===== config.mk =====
export PLATFORM = sky130hd
export DESIGN_NAME = instr_fetch_unit
export DESIGN_NICKNAME = d
export VERILOG_FILES = /design/src/rtl/instr_fetch_unit.sv
export SDC_FILE = /design/constraint.sdc
export NUM_CORES = 1
export LEC_CHECK = 0
export BUFFER_PORTS_ARGS = -buffer_cell sky130_fd_sc_hd__buf_2
export CAP_MARGIN = 30
export CORE_ASPECT_RATIO = 1.5
export CORE_UTILIZATION = 30
export DETAILED_ROUTE_END_ITERATION = 16
export PLACE_DENSITY = 0.54
export SYNTH_ARGS = -nofsm -noshare
export SYNTH_HDL_FRONTEND = slang
export SYNTH_SLANG_ARGS = --single-unit

===== constraint.sdc =====
create_clock -name clk -period 5.3 [get_ports clk]
set_input_delay 1.59 -clock clk [delete_from_list [all_inputs] [get_ports clk]]
set_output_delay 1.59 -clock clk [all_outputs]
set_load 0.01 [all_outputs]

===== src/rtl/instr_fetch_unit.sv =====
// instr_fetch_unit: instruction fetch stage feeding decode.
//   Holds the PC and issues reads to a 1-cycle-latency synchronous instruction memory.
//   Responses land in a small FIFO. The head entry is presented with pre-sliced
//   opcode/funct3/funct7 fields under a valid/ready handshake. A redirect flushes the
//   FIFO and kills any in-flight read.
// Ports:
//   clk, reset                 clock (rising edge), synchronous active-high reset
//   imem_en/imem_addr          read strobe and word-aligned address; data returns next cycle
//   imem_rdata                 instruction word for the read issued last cycle
//   redirect_valid/_pc         taken branch / jump pulse and new fetch target
//   if_valid/if_ready          head-entry handshake with decode
//   if_instr/if_pc             head instruction and its PC (NOP / 0 when empty)
//   if_opcode/funct3/funct7    field slices of if_instr
//   misalign_err               only when IFETCH_MISALIGN_CHK_EN is defined: 1-cycle
//                              pulse after a redirect to a non-word-aligned target
// Build option: `define IFETCH_MISALIGN_CHK_EN adds the misalign_err port.
module instr_fetch_unit #(
    parameter int unsigned         XLEN       = 32,
    parameter logic [XLEN-1:0]     RESET_PC   = '0,
    parameter int unsigned         FIFO_DEPTH = 2
) (
    input  logic            clk,
    input  logic            reset,
    output logic            imem_en,
    output logic [XLEN-1:0] imem_addr,
    input  logic [31:0]     imem_rdata,
    input  logic            redirect_valid,
    input  logic [XLEN-1:0] redirect_pc,
    output logic            if_valid,
    input  logic            if_ready,
    output logic [31:0]     if_instr,
    output logic [XLEN-1:0] if_pc,
    output logic [6:0]      if_opcode,
    output logic [2:0]      if_funct3,
    output logic [6:0]      if_funct7
`ifdef IFETCH_MISALIGN_CHK_EN
    ,
    output logic            misalign_err
`endif
);

    localparam int unsigned AW  = (FIFO_DEPTH > 1) ? $clog2(FIFO_DEPTH) : 1;
    localparam int unsigned CW  = AW + 1;
    localparam int unsigned SW  = CW + 1;
    localparam logic [31:0] NOP = 32'h0000_0013;

    logic [XLEN-1:0] pc_q, pc_d;
    logic            inflight_q, inflight_d;
    logic [XLEN-1:0] inflight_pc_q;
    logic [CW-1:0]   count_q, count_d;
    logic [AW-1:0]   wr_ptr_q, wr_ptr_d;
    logic [AW-1:0]   rd_ptr_q, rd_ptr_d;
    logic [31:0]     instr_mem_q [FIFO_DEPTH];
    logic [XLEN-1:0] pc_mem_q    [FIFO_DEPTH];

    logic            pop;
    logic            push;
    logic            issue;
    logic [SW-1:0]   credit_used;

    // Handshake and credit: an in-flight read always owns a FIFO slot
    always_comb begin
        pop         = if_valid & if_ready & ~redirect_valid;
        push        = inflight_q & ~redirect_valid;
        credit_used = SW'(count_q) + SW'(inflight_q) - SW'(pop);
        issue       = ~reset & ~redirect_valid & (credit_used < SW'(FIFO_DEPTH));
    end

    assign imem_en   = issue;
    assign imem_addr = pc_q;

    // Next-state for PC, in-flight tracking and FIFO pointers
    always_comb begin
        pc_d       = pc_q;
        inflight_d = issue;
        count_d    = count_q;
        wr_ptr_d   = wr_ptr_q;
        rd_ptr_d   = rd_ptr_q;
        if (redirect_valid) begin
            pc_d     = redirect_pc & ~XLEN'(3);
            count_d  = '0;
            wr_ptr_d = '0;
            rd_ptr_d = '0;
        end else begin
            if (issue) pc_d = XLEN'(pc_q + XLEN'(4));
            count_d = CW'(count_q + CW'(push) - CW'(pop));
            if (push) wr_ptr_d = AW'(wr_ptr_q + AW'(1));
            if (pop)  rd_ptr_d = AW'(rd_ptr_q + AW'(1));
        end
    end

    // Control state; reset dominates redirect
    always_ff @(posedge clk) begin
        if (reset) begin
            pc_q       <= RESET_PC;
            inflight_q <= 1'b0;
            count_q    <= '0;
            wr_ptr_q   <= '0;
            rd_ptr_q   <= '0;
        end else begin
            pc_q       <= pc_d;
            inflight_q <= inflight_d;
            count_q    <= count_d;
            wr_ptr_q   <= wr_ptr_d;
            rd_ptr_q   <= rd_ptr_d;
        end
    end

    // Datapath storage: PC of the outstanding read and the FIFO entries
    always_ff @(posedge clk) begin
        if (issue) inflight_pc_q <= pc_q;
        if (push && !reset) begin
            instr_mem_q[wr_ptr_q] <= imem_rdata;
            pc_mem_q[wr_ptr_q]    <= inflight_pc_q;
        end
    end

    // Head presentation straight from FIFO registers
    always_comb begin
        if_valid  = (count_q != '0);
        if_instr  = if_valid ? instr_mem_q[rd_ptr_q] : NOP;
        if_pc     = if_valid ? pc_mem_q[rd_ptr_q]    : '0;
        if_opcode = if_instr[6:0];
        if_funct3 = if_instr[14:12];
        if_funct7 = if_instr[31:25];
    end

`ifdef IFETCH_MISALIGN_CHK_EN
    logic misalign_q;

    // One-cycle flag for a redirect target with low address bits set
    always_ff @(posedge clk) begin
        if (reset) misalign_q <= 1'b0;
        else       misalign_q <= redirect_valid & (redirect_pc[1:0] != 2'b00);
    end

    assign misalign_err = misalign_q;
`endif

endmodule


# Word level (Yosys, flattened, before mapping)
# Memories as Yosys holds them, arrays and structs flattened. A register that Yosys moved wholly into a read port is not among the register bits.
# Cells that the tools add are included.
[classes]
n_div = 0
n_mul = 0
n_eq_ne = 0
mux = 10
n_lt_le_gt_ge = 1
shifts = 0
n_bitwise = 7
reduce_logical = 5
addsub = 7
[op_table]
columns = ["cell", "n"]
rows = [
  ["2-to-1 mux 32 bit", 4],
  ["adder 32 x 3 -> 32 bit (second input constant)", 1],
  ["2-to-1 mux 1 bit", 6],
  ["AND 1 bit", 5],
  ["nonzero test 2 bit", 2],
  ["adder 2 x 1 -> 3 bit", 1],
  ["less-than comparator 3 x 2 -> 1 bit (second input constant)", 1],
  ["subtractor 3 x 1 -> 3 bit", 1],
  ["adder 1 bit (second input constant)", 2],
  ["adder 2 x 1 -> 2 bit", 1],
  ["inverter 1 bit", 2],
  ["OR reduction 2 bit", 1],
  ["subtractor 2 x 1 -> 2 bit", 1],
  ["logical AND 1 bit", 1],
  ["logical NOT 1 bit", 1],
]
[word_totals]
ram_bits = 128
elab_cells = 39
romBits = 0
mem_count = 2
latchBits = 0
regBits = 69
[mem_list]
columns = ["memory", "words", "word_bits", "read_ports", "rd_ports_with_merged_regs", "write_ports", "line_no", "rtl"]
rows = [
  ["instr_mem_q", 2, 32, 1, 1, 1, "53", "logic [31:0] instr_mem_q [FIFO_DEPTH];"],
  ["pc_mem_q", 2, 32, 1, 1, 1, "54", "logic [XLEN-1:0] pc_mem_q [FIFO_DEPTH];"],
]

# Logic depth before layout (Yosys ltp)
# Gate-level depths: netlist (run 1).
[logic_depth]
ltp_word = 8
depth_mapped = 11
ltp_nobuf = 10

# Least setup slack after synthesis (run 1)
# OpenSTA, ideal clock, no wires.
[synth_timing]
kind = "in2out"
startpoint = "input port redirect_valid"
endpoint = "output port imem_en"
t_arrival_ps = 3449
required_time_ps = 3710
setup_slack_ps = 261
cell_stages = 7
path_cell_list = "clkbuf_1 -> nor4bb_1 -> o21ai_0 -> fa_1 -> xnor2_2 -> nand3_2 -> clkinv_2"
[synth_between]
elab_chain_cells = 5
[synth_lines]
columns = ["item", "line_no", "rtl"]
rows = [
  ["start, declared", "27", "input logic redirect_valid,"],
  ["inverter 1 bit (*)", "63, 66", ""],
  ["AND 1 bit", "63", "pop = if_valid & if_ready & ~redirect_valid;"],
  ["subtractor 3 x 1 -> 3 bit", "65", "credit_used = SW'(count_q) + SW'(inflight_q) - SW'(pop);"],
  ["less-than comparator 3 x 2 -> 1 bit", "66", "issue = ~reset & ~redirect_valid & (credit_used < SW'(FIFO_DEPTH));"],
  ["AND 1 bit (*)", "66", ""],
  ["end, declared", "24", "output logic imem_en,"],
]
# Every way passes the cells marked *; elsewhere a longest branch is shown, timed or not.

# Worst setup path in the final report (run 1)
# Ends and elaborated chain as after synthesis.

==> flow_summary.html, run 1 <==
<table>
<tr><th>Metric</th><th>Value</th></tr>
<tr><th colspan="2">Clock tree</th></tr>
<tr><td>Clock buffer depth</td><td>2</td></tr>
<tr><td>Number of cells upsized or downsized after cts</td><td>0</td></tr>
<tr><td>Clock root buffer master</td><td>sky130_fd_sc_hd__clkbuf_16</td></tr>
<tr><td>Setup repair bufs after CTS</td><td>0</td></tr>
<tr><td>Total CTS buffers</td><td>17</td></tr>
<tr><td>Maximum level of the CTS H-tree</td><td>4</td></tr>
<tr><td>Clock transition time at the flip-flop clock pins of the worst setup and hold paths</td><td>0.07 ns</td></tr>
<tr><td>Hold_buf cts</td><td>0</td></tr>
<tr><td>Clock tree from TritonCTS</td><td>built</td></tr>
<tr><td>Clock latency at the later pin of the worst-skew pair</td><td>~0.43 ns</td></tr>
<tr><td>Number of sinks on the clock net</td><td>190</td></tr>
<tr><th colspan="2">Timing</th></tr>
<tr><td>Worst hold margin</td><td>0.4446 ns</td></tr>
<tr><td>Part of the cycle the worst path needs</td><td>0.9282</td></tr>
<tr><td>Setup repair after global routing missed its margin</td><td>no</td></tr>
<tr><td>Time the final worst path needs with I/O delays and setup</td><td>4.920 ns</td></tr>
<tr><td>Slew headroom</td><td>0.3854</td></tr>
<tr><td>Final-report setup violation count</td><td>0</td></tr>
<tr><td>Setup TNS</td><td>0 ns</td></tr>
<tr><td>Highest achievable clock rate</td><td>203.3 MHz</td></tr>
<tr><td>Least setup slack across all paths after layout</td><td>about 0.38 ns</td></tr>
<tr><td>Least-Margin Pin Slew</td><td>0.9220 ns</td></tr>
<tr><td>Final-report max-slew violation count</td><td>0</td></tr>
<tr><td>Hold Fails Final Rpt</td><td>0</td></tr>
<tr><td>Setup Skew</td><td>about 0.0083 ns</td></tr>
<tr><th colspan="2">GRT</th></tr>
<tr><td>Grt ovf</td><td>0</td></tr>
<tr><td>Total track usage</td><td>0.1307</td></tr>
<tr><td>Number of antenna violations at the first check in global routing</td><td>0</td></tr>
<tr><td>Wire length of the first global-routing pass</td><td>25830 µm</td></tr>
<tr><td>Pin count of the biggest net entering global routing</td><td>63</td></tr>
<tr><td>Number of global-route vias before repair</td><td>about 4600</td></tr>
<tr><th colspan="2">Setup path</th></tr>
<tr><td>Worst setup startpoint</td><td>redirect_valid</td></tr>
<tr><td>Max Fanout on Critical Path</td><td>8</td></tr>
<tr><td>Reg-to-reg startpoint</td><td>count_q[1]$_SDFF_PN0_</td></tr>
<tr><td>Category of the critical setup timing path</td><td>in2out</td></tr>
<tr><td>Required time of the critical path</td><td>3.71 ns</td></tr>
<tr><td>Arr. time, crit path</td><td>3.33 ns</td></tr>
<tr><td>Startpoint Class</td><td>primary input</td></tr>
<tr><td>Kind of end point of the critical path</td><td>output pin</td></tr>
<tr><th colspan="2">Power and ir drop</th></tr>
<tr><td>Share of power burned in registers</td><td>0.539</td></tr>
<tr><td>Power per Cell Area</td><td>331.1 nW/µm²</td></tr>
<tr><td>Net switching power</td><td>676.8 µW</td></tr>
<tr><td>Internal Dissipation</td><td>2456 µW</td></tr>
<tr><td>Clock power share</td><td>0.410</td></tr>
<tr><td>Leak Pwr</td><td>0.003506 µW</td></tr>
<tr><td>Peak supply drop</td><td>0.2298 mV</td></tr>
<tr><td>Switching fraction of total power</td><td>0.2160</td></tr>
<tr><td>Total power draw</td><td>between 3000 and 4000 µW</td></tr>
<tr><td>Comb pwr share</td><td>0.051</td></tr>
<tr><th colspan="2">Drt</th></tr>
<tr><td>Detail-routed via count per cell</td><td>4.515</td></tr>
<tr><td>First-pass iteration count of the detailed router</td><td>5</td></tr>
<tr><td>Via total after detailed routing</td><td>4790</td></tr>
<tr><td>Post-DR wirelength/cell</td><td>between 15 and 20 µm</td></tr>
<tr><td>Wire length after detailed routing</td><td>16890 µm</td></tr>
<tr><td>DRC</td><td>0</td></tr>
<tr><td>Initial detailed-routing violation count</td><td>249</td></tr>
<tr><td>Antenna-violating nets left</td><td>0</td></tr>
<tr><th colspan="2">Synthesis</th></tr>
<tr><td>Number of synthesized flops with an enable pin</td><td>154</td></tr>
<tr><td>Yosys synthesis warning count</td><td>0</td></tr>
<tr><td>Mean area per synthesized cell</td><td>13.78 µm²</td></tr>
<tr><td>Sequential share of the synthesized area</td><td>0.6925</td></tr>
<tr><td>Total of flip-flops plus latches after synthesis</td><td>between 150 and 200</td></tr>
<tr><td>Post-Syn Area</td><td>7719 µm²</td></tr>
<tr><td>Share of async-settable or async-resettable flops after synthesis</td><td>0</td></tr>
<tr><td>Number of library cell types mapped by synthesis</td><td>47</td></tr>
<tr><td>Most frequently used flop master after synthesis</td><td>sky130_fd_sc_hd__edfxtp_1</td></tr>
<tr><td>Cell count after synthesis</td><td>560</td></tr>
<tr><th colspan="2">Finish</th></tr>
<tr><td>Post-layout nets</td><td>791</td></tr>
<tr><td>Diodes inserted</td><td>0</td></tr>
<tr><td>Number of standard cells in the layout, taps in and fillers out</td><td>1061</td></tr>
<tr><td>Area grow syn2layout</td><td>22.61%</td></tr>
<tr><td>Ratio of cells with drive above 1 in the final layout</td><td>0.3220</td></tr>
<tr><th colspan="2">Floorplan</th></tr>
<tr><td>Full die area</td><td>26390 µm²</td></tr>
<tr><td>Effective utilization at floorplan</td><td>0.3070</td></tr>
<tr><td>Area of the core</td><td>25140 µm²</td></tr>
<tr><td>Horizontal die dimension</td><td>133.0 µm</td></tr>
<tr><td>Die Y</td><td>198.5 µm</td></tr>
<tr><td>Top-level I/O count</td><td>about 180</td></tr>
<tr><td>Number of placement rows</td><td>between 70 and 80</td></tr>
<tr><th colspan="2">Placement</th></tr>
<tr><td>Placed Instances</td><td>1029</td></tr>
<tr><td>IO Port Bufs</td><td>between 150 and 200</td></tr>
<tr><td>Half-perimeter wire length after placement</td><td>around 12000 µm</td></tr>
<tr><td>Routability-driven placement congestion ratio</td><td>just under 0.8</td></tr>
<tr><td>Worst setup timing slack at the placement stage</td><td>0.4066 ns</td></tr>
<tr><th colspan="2">Hold path</th></tr>
<tr><td>Worst Hold Launch</td><td>inflight_pc_q[7]$_DFFE_PP_</td></tr>
<tr><td>Class of the tightest hold or removal check</td><td>reg2reg</td></tr>
<tr><th colspan="2">Job</th></tr>
<tr><td>Max capacitance violation total</td><td>0</td></tr>
<tr><th colspan="2">Status</th></tr>
<tr><td>Run status</td><td>finished, final reports clean</td></tr>
</table>
cells in the final DEF (no fill, tap or decap), types with 3 or more instances in the layout:
cell,instances
sky130_fd_sc_hd__buf_2,176
sky130_fd_sc_hd__edfxtp_1,154
sky130_fd_sc_hd__nor2_1,79
sky130_fd_sc_hd__mux2i_1,63
sky130_fd_sc_hd__dfxtp_1,35
sky130_fd_sc_hd__nand2_1,33
sky130_fd_sc_hd__xor2_1,20
sky130_fd_sc_hd__clkbuf_16,20
sky130_fd_sc_hd__nand3_1,13
sky130_fd_sc_hd__a211oi_1,12
sky130_fd_sc_hd__a21oi_1,10
sky130_fd_sc_hd__buf_4,10
sky130_fd_sc_hd__a31oi_1,9
sky130_fd_sc_hd__nand4_1,9
sky130_fd_sc_hd__and3_1,7
sky130_fd_sc_hd__inv_1,6
sky130_fd_sc_hd__o211ai_1,6
sky130_fd_sc_hd__or3_1,6
sky130_fd_sc_hd__o21ai_0,5
sky130_fd_sc_hd__conb_1,4
sky130_fd_sc_hd__nor2_4,3
sky130_fd_sc_hd__clkinv_2,3
sky130_fd_sc_hd__and2_1,3
sky130_fd_sc_hd__or2_2,3
sky130_fd_sc_hd__nor4_1,3
sky130_fd_sc_hd__inv_6,3
path summary, 6_finish.rpt:
| kind | cells past startpoint | slack [ns] | to |
|---|---|---|---|
| max reg2reg | 10 | 1.93 | imem_addr[24]$_SDFFE_PP0P_ |
| max | 8 | 0.38 | imem_en |
| min | 0 | 0.44 | pc_mem_q[0][7]$_DFFE_PP_ |
| min reg2reg | 0 | 0.44 | pc_mem_q[0][7]$_DFFE_PP_ |
state kept, by name (all words and copies together), names as in the netlist, named ones only:
register       cells
count_q            2
imem_addr         30
inflight_pc_q     30
inflight_q         1
instr_mem_q       64
pc_mem_q          60
rd_ptr_q           1
wr_ptr_q           1
cells in the mapped netlist (all sizes together) (9+ instances only):
cell type  count  share of area
a211oi        12          0.012
a31oi          9         0.0073
dfxtp         36          0.093
nand3         14         0.0097
nand4         11          0.011
xor2          20          0.023
edfxtp       154           0.60
nor2          83          0.042
clkbuf        18         0.0088
nand2         34          0.017
mux2i         63          0.082
a21oi         10         0.0065
buf           31          0.027
cell type report:
type / instances / area, µm²
clock buffers: 22 / 508.0
clock inverters: 10 / 95.09
fillers: 2430 / 15680
inverters: 7 / 27.53
multi-input cells: 317 / 2098
flip-flops and latches: 190 / 5349
well taps: 328 / 410.4
repair buffers: 187 / 975.9
kinds of logic after synthesis:
kind of cell,count (synthesis),synth area share
and+or+nand+nor,174,0.1093
muxes,65,0.08462
buffers and inverters,56,0.03971
other,1,0.0004858
adders and majority gates,3,0.005835
AOI/OAI and AO/OA,48,0.04053
xor gates and xnor gates,23,0.02707
DFF,190,0.6925
per-stage QoR:
step	instance area, µm²	util
after floorplan	7730	-
after global placement	8853	0.3522
after detailed placement	8861	0.3525
after CTS	9464	0.3765
after global routing	9464	0.3765
final	9464	0.3765
layer usage:
metal	global-route usage	vias to the layer above	part of all wire
met1	0.1493	2305	0.42
met5	0	-	0
li1	-	2344	-
met2	0.2309	120	0.52
met4	0.06428	0	0.024
met3	0.02727	21	0.036
worst max-delay path, cell delays in order:
cell and delay, ns:
sky130_fd_sc_hd__buf_2 0.15, sky130_fd_sc_hd__nor4bb_1 0.38, sky130_fd_sc_hd__o21ai_0 0.18, sky130_fd_sc_hd__fa_1 0.45, sky130_fd_sc_hd__xnor2_2 0.21, sky130_fd_sc_hd__nand3_2 0.12, sky130_fd_sc_hd__clkinv_2 0.11, sky130_fd_sc_hd__buf_2 0.13
power groups by stage:
stage,Sequential (µW),Combinational (µW),Clock [µW]
finish,1690,159,1280
global route,1700,177,1380
CTS,1690,163,1320
detailed placement,1720,163,0
global placement,1720,161,0
floorplan,1720,83.2,0
Note: power is estimated with default switching activity, not from simulation.
==> run 2, diff against run 1 <==
Settings changed: BUFFER_PORTS_ARGS -buffer_cell sky130_fd_sc_hd__buf_2 to not set, DONT_BUFFER_PORTS set to 1, PLACE_DENSITY 0.54 to 0.48.
==> flow_summary.html, run 2 (same netlist as run 1, synthesis figures left out) <==
<table>
<tr><th>Metric</th><th>Value</th></tr>
<tr><th colspan="2">Finish</th></tr>
<tr><td>Sequential cell area</td><td>5349 µm² (unchanged)</td></tr>
<tr><td>Most frequent cells in the layout</td><td>154 x sky130_fd_sc_hd__edfxtp_1, 79 x sky130_fd_sc_hd__nor2_1, 63 x sky130_fd_sc_hd__mux2i_1, 35 x sky130_fd_sc_hd__dfxtp_1, 33 x sky130_fd_sc_hd__nand2_1</td></tr>
<tr><td>Fraction of the core area covered by cells at the end of the flow</td><td>0.3408 (-0.03564)</td></tr>
<tr><td>Ratio of cells with drive above 1 in the final layout</td><td>0.1027 (-0.2193)</td></tr>
<tr><td>Final cell area excluding filler cells</td><td>8568 µm² (-9.5%)</td></tr>
<tr><td>Leading registers by flop count</td><td>instr_mem_q (64), pc_mem_q (60)</td></tr>
<tr><td>Diodes inserted</td><td>0 (unchanged)</td></tr>
<tr><td>Post-layout nets</td><td>613 (-23%)</td></tr>
<tr><td>Number of standard cells in the layout, taps in and fillers out</td><td>883 (-17%)</td></tr>
<tr><td>Area grow syn2layout</td><td>11.01%</td></tr>
<tr><td>Largest register by flop count</td><td>instr_mem_q</td></tr>
<tr><td>Number of inserted filler cells in the final layout</td><td>2430 (unchanged)</td></tr>
<tr><td>Most common cell after layout, fill and taps aside</td><td>sky130_fd_sc_hd__edfxtp_1</td></tr>
<tr><td>Area of the multi-input gates</td><td>2098 µm² (unchanged)</td></tr>
<tr><td>Largest register FFs</td><td>64 (unchanged)</td></tr>
<tr><th colspan="2">Setup path</th></tr>
<tr><td>Kind of end point of the critical path</td><td>output pin</td></tr>
<tr><td>Arr. time, crit path</td><td>3.17 ns (-0.16 ns)</td></tr>
<tr><td>Required time of the critical path</td><td>3.71 ns (about the same)</td></tr>
<tr><td>Category of the critical setup timing path</td><td>in2out</td></tr>
<tr><td>Max Fanout on Critical Path</td><td>22 (+14)</td></tr>
<tr><td>R2R depth</td><td>10 (unchanged)</td></tr>
<tr><td>Startpoint Class</td><td>primary input</td></tr>
<tr><th colspan="2">GRT</th></tr>
<tr><td>Number of global-route vias before repair</td><td>4287 (-6.6%)</td></tr>
<tr><td>Number of antenna violations at the first check in global routing</td><td>0 (unchanged)</td></tr>
<tr><td>Grt ovf</td><td>0 (unchanged)</td></tr>
<tr><td>Total track usage</td><td>0.1287 (-0.001972)</td></tr>
<tr><td>Pin count of the biggest net entering global routing</td><td>63 (unchanged)</td></tr>
<tr><td>Wire length of the first global-routing pass</td><td>24900 µm (-3.6%)</td></tr>
<tr><th colspan="2">Clock tree</th></tr>
<tr><td>Hold_buf cts</td><td>0 (unchanged)</td></tr>
<tr><td>Number of sinks on the clock net</td><td>190 (unchanged)</td></tr>
<tr><td>Setup repair bufs after CTS</td><td>0 (unchanged)</td></tr>
<tr><td>Number of cells upsized or downsized after cts</td><td>0 (unchanged)</td></tr>
<tr><td>Clock buffer depth</td><td>2 (unchanged)</td></tr>
<tr><td>Maximum level of the CTS H-tree</td><td>4 (unchanged)</td></tr>
<tr><td>Clock latency at the later pin of the worst-skew pair</td><td>0.43 ns (about the same)</td></tr>
<tr><td>Clock transition time at the flip-flop clock pins of the worst setup and hold paths</td><td>0.07 ns (about the same)</td></tr>
<tr><td>Clock root buffer master</td><td>sky130_fd_sc_hd__clkbuf_16</td></tr>
<tr><td>Clock tree from TritonCTS</td><td>built</td></tr>
<tr><td>Total CTS buffers</td><td>17 (unchanged)</td></tr>
<tr><th colspan="2">Status</th></tr>
<tr><td>Run status</td><td>finished, final reports clean</td></tr>
<tr><th colspan="2">Timing</th></tr>
<tr><td>Time the final worst path needs with I/O delays and setup</td><td>4.756 ns (-0.1639 ns)</td></tr>
<tr><td>Hold Fails Final Rpt</td><td>0 (unchanged)</td></tr>
<tr><td>Setup Skew</td><td>0.01121 ns (+0.002869 ns)</td></tr>
<tr><td>Final-report setup violation count</td><td>0 (unchanged)</td></tr>
<tr><td>Slew headroom</td><td>0.3757 (-0.009693)</td></tr>
<tr><td>Highest achievable clock rate</td><td>210.3 MHz (+3.4%)</td></tr>
<tr><td>Least-Margin Pin Slew</td><td>0.9365 ns (+0.01454 ns)</td></tr>
<tr><td>Part of the cycle the worst path needs</td><td>0.8973 (-0.03092)</td></tr>
<tr><td>Setup TNS</td><td>0 ns (unchanged)</td></tr>
<tr><td>Setup repair after global routing missed its margin</td><td>no</td></tr>
<tr><td>Final-report max-slew violation count</td><td>0 (unchanged)</td></tr>
<tr><th colspan="2">Floorplan</th></tr>
<tr><td>Die Y</td><td>198.5 µm (unchanged)</td></tr>
<tr><td>Horizontal die dimension</td><td>133.0 µm (unchanged)</td></tr>
<tr><td>Number of placement rows</td><td>71 (unchanged)</td></tr>
<tr><td>Area of the core</td><td>25140 µm² (unchanged)</td></tr>
<tr><td>Full die area</td><td>26390 µm² (unchanged)</td></tr>
<tr><td>Top-level I/O count</td><td>183 (unchanged)</td></tr>
<tr><td>Effective utilization at floorplan</td><td>0.3070 (unchanged)</td></tr>
<tr><th colspan="2">Power and ir drop</th></tr>
<tr><td>Total power draw</td><td>3040 µW (-3.0%)</td></tr>
<tr><td>Power per Cell Area</td><td>354.8 nW/µm² (+7.2%)</td></tr>
<tr><td>Peak supply drop</td><td>0.2241 mV (-2.5%)</td></tr>
<tr><td>Leak Pwr</td><td>0.002652 µW (-24%)</td></tr>
<tr><th colspan="2">Drt</th></tr>
<tr><td>First-pass iteration count of the detailed router</td><td>4 (-1)</td></tr>
<tr><td>Initial detailed-routing violation count</td><td>159 (-36%)</td></tr>
<tr><td>Antenna-violating nets left</td><td>0 (unchanged)</td></tr>
<tr><td>Via total after detailed routing</td><td>4215 (-12%)</td></tr>
<tr><td>Detail-routed via count per cell</td><td>4.773 (+5.7%)</td></tr>
<tr><td>DRC</td><td>0 (unchanged)</td></tr>
<tr><td>Post-DR wirelength/cell</td><td>18.70 µm (+17%)</td></tr>
<tr><td>Wire length after detailed routing</td><td>16510 µm (-2.2%)</td></tr>
<tr><th colspan="2">Placement</th></tr>
<tr><td>Routability-driven placement congestion ratio</td><td>0.7665 (-3.3%)</td></tr>
<tr><td>Placed Instances</td><td>850 (-17%)</td></tr>
<tr><td>Half-perimeter wire length after placement</td><td>11210 µm (-3.3%)</td></tr>
<tr><td>IO Port Bufs</td><td>0 (-100%)</td></tr>
<tr><td>Post-placement cell area</td><td>7965 µm² (-10%)</td></tr>
<tr><th colspan="2">Job</th></tr>
<tr><td>Max capacitance violation total</td><td>0 (unchanged)</td></tr>
<tr><th colspan="2">Hold path</th></tr>
<tr><td>Hold Crit Depth</td><td>0 (unchanged)</td></tr>
<tr><td>Class of the tightest hold or removal check</td><td>reg2reg</td></tr>
</table>
[run 2: power breakdown]
part | switching (µW) | total, µW | internal (µW)
Clock | 547 | 1250 | 699
Sequential | 46.3 | 1700 | 1650
Combinational | 61.4 | 93.8 | 32.4
[run 2: worst max-delay path, stage by stage]
cell and delay [ns]:
sky130_fd_sc_hd__nor4bb_1 0.44, sky130_fd_sc_hd__o21ai_0 0.20, sky130_fd_sc_hd__fa_1 0.47, sky130_fd_sc_hd__xnor2_2 0.23, sky130_fd_sc_hd__nand3_2 0.12, sky130_fd_sc_hd__clkinv_2 0.12
[run 2: metal layers]
layer  vias to the layer above  track usage  share of wire
li1                       1991            -              -
met4                         0      0.05875          0.024
met5                         -            0              0
met3                        19      0.03797          0.053
met1                      2084       0.1369           0.39
met2                       121       0.2331           0.53
[run 2: worst paths after layout]
| kind | from | endpoint | slack [ns] |
|---|---|---|---|
| max reg2reg | count_q[1]$_SDFF_PN0_ | imem_addr[24]$_SDFFE_PP0P_ | 1.79 |
| min reg2reg | inflight_pc_q[24]$_DFFE_PP_ | pc_mem_q[0][24]$_DFFE_PP_ | 0.44 |
| min | inflight_pc_q[24]$_DFFE_PP_ | pc_mem_q[0][24]$_DFFE_PP_ | 0.44 |
| max | redirect_valid | imem_en | 0.54 |
[run 2: cell type report]
class,instances,share of cell area
Inverter,7,0.003213
Clock inverter,12,0.01621
Clock buffer,20,0.05096
Multi-Input combinational cell,317,0.2449
Timing Repair Buffer,9,0.01256
Sequential cell,190,0.6243
Tap cell,328,0.04790
[run 2: metrics by stage]
stage                     worst slack (ns)  hold WS (ns)
after global routing                0.4277        0.4429
final                               0.5442        0.4390
after CTS                           0.5273        0.4412
after floorplan                     0.2606        0.4215
after global placement              0.5482        0.4241
after detailed placement            0.5460        0.4313
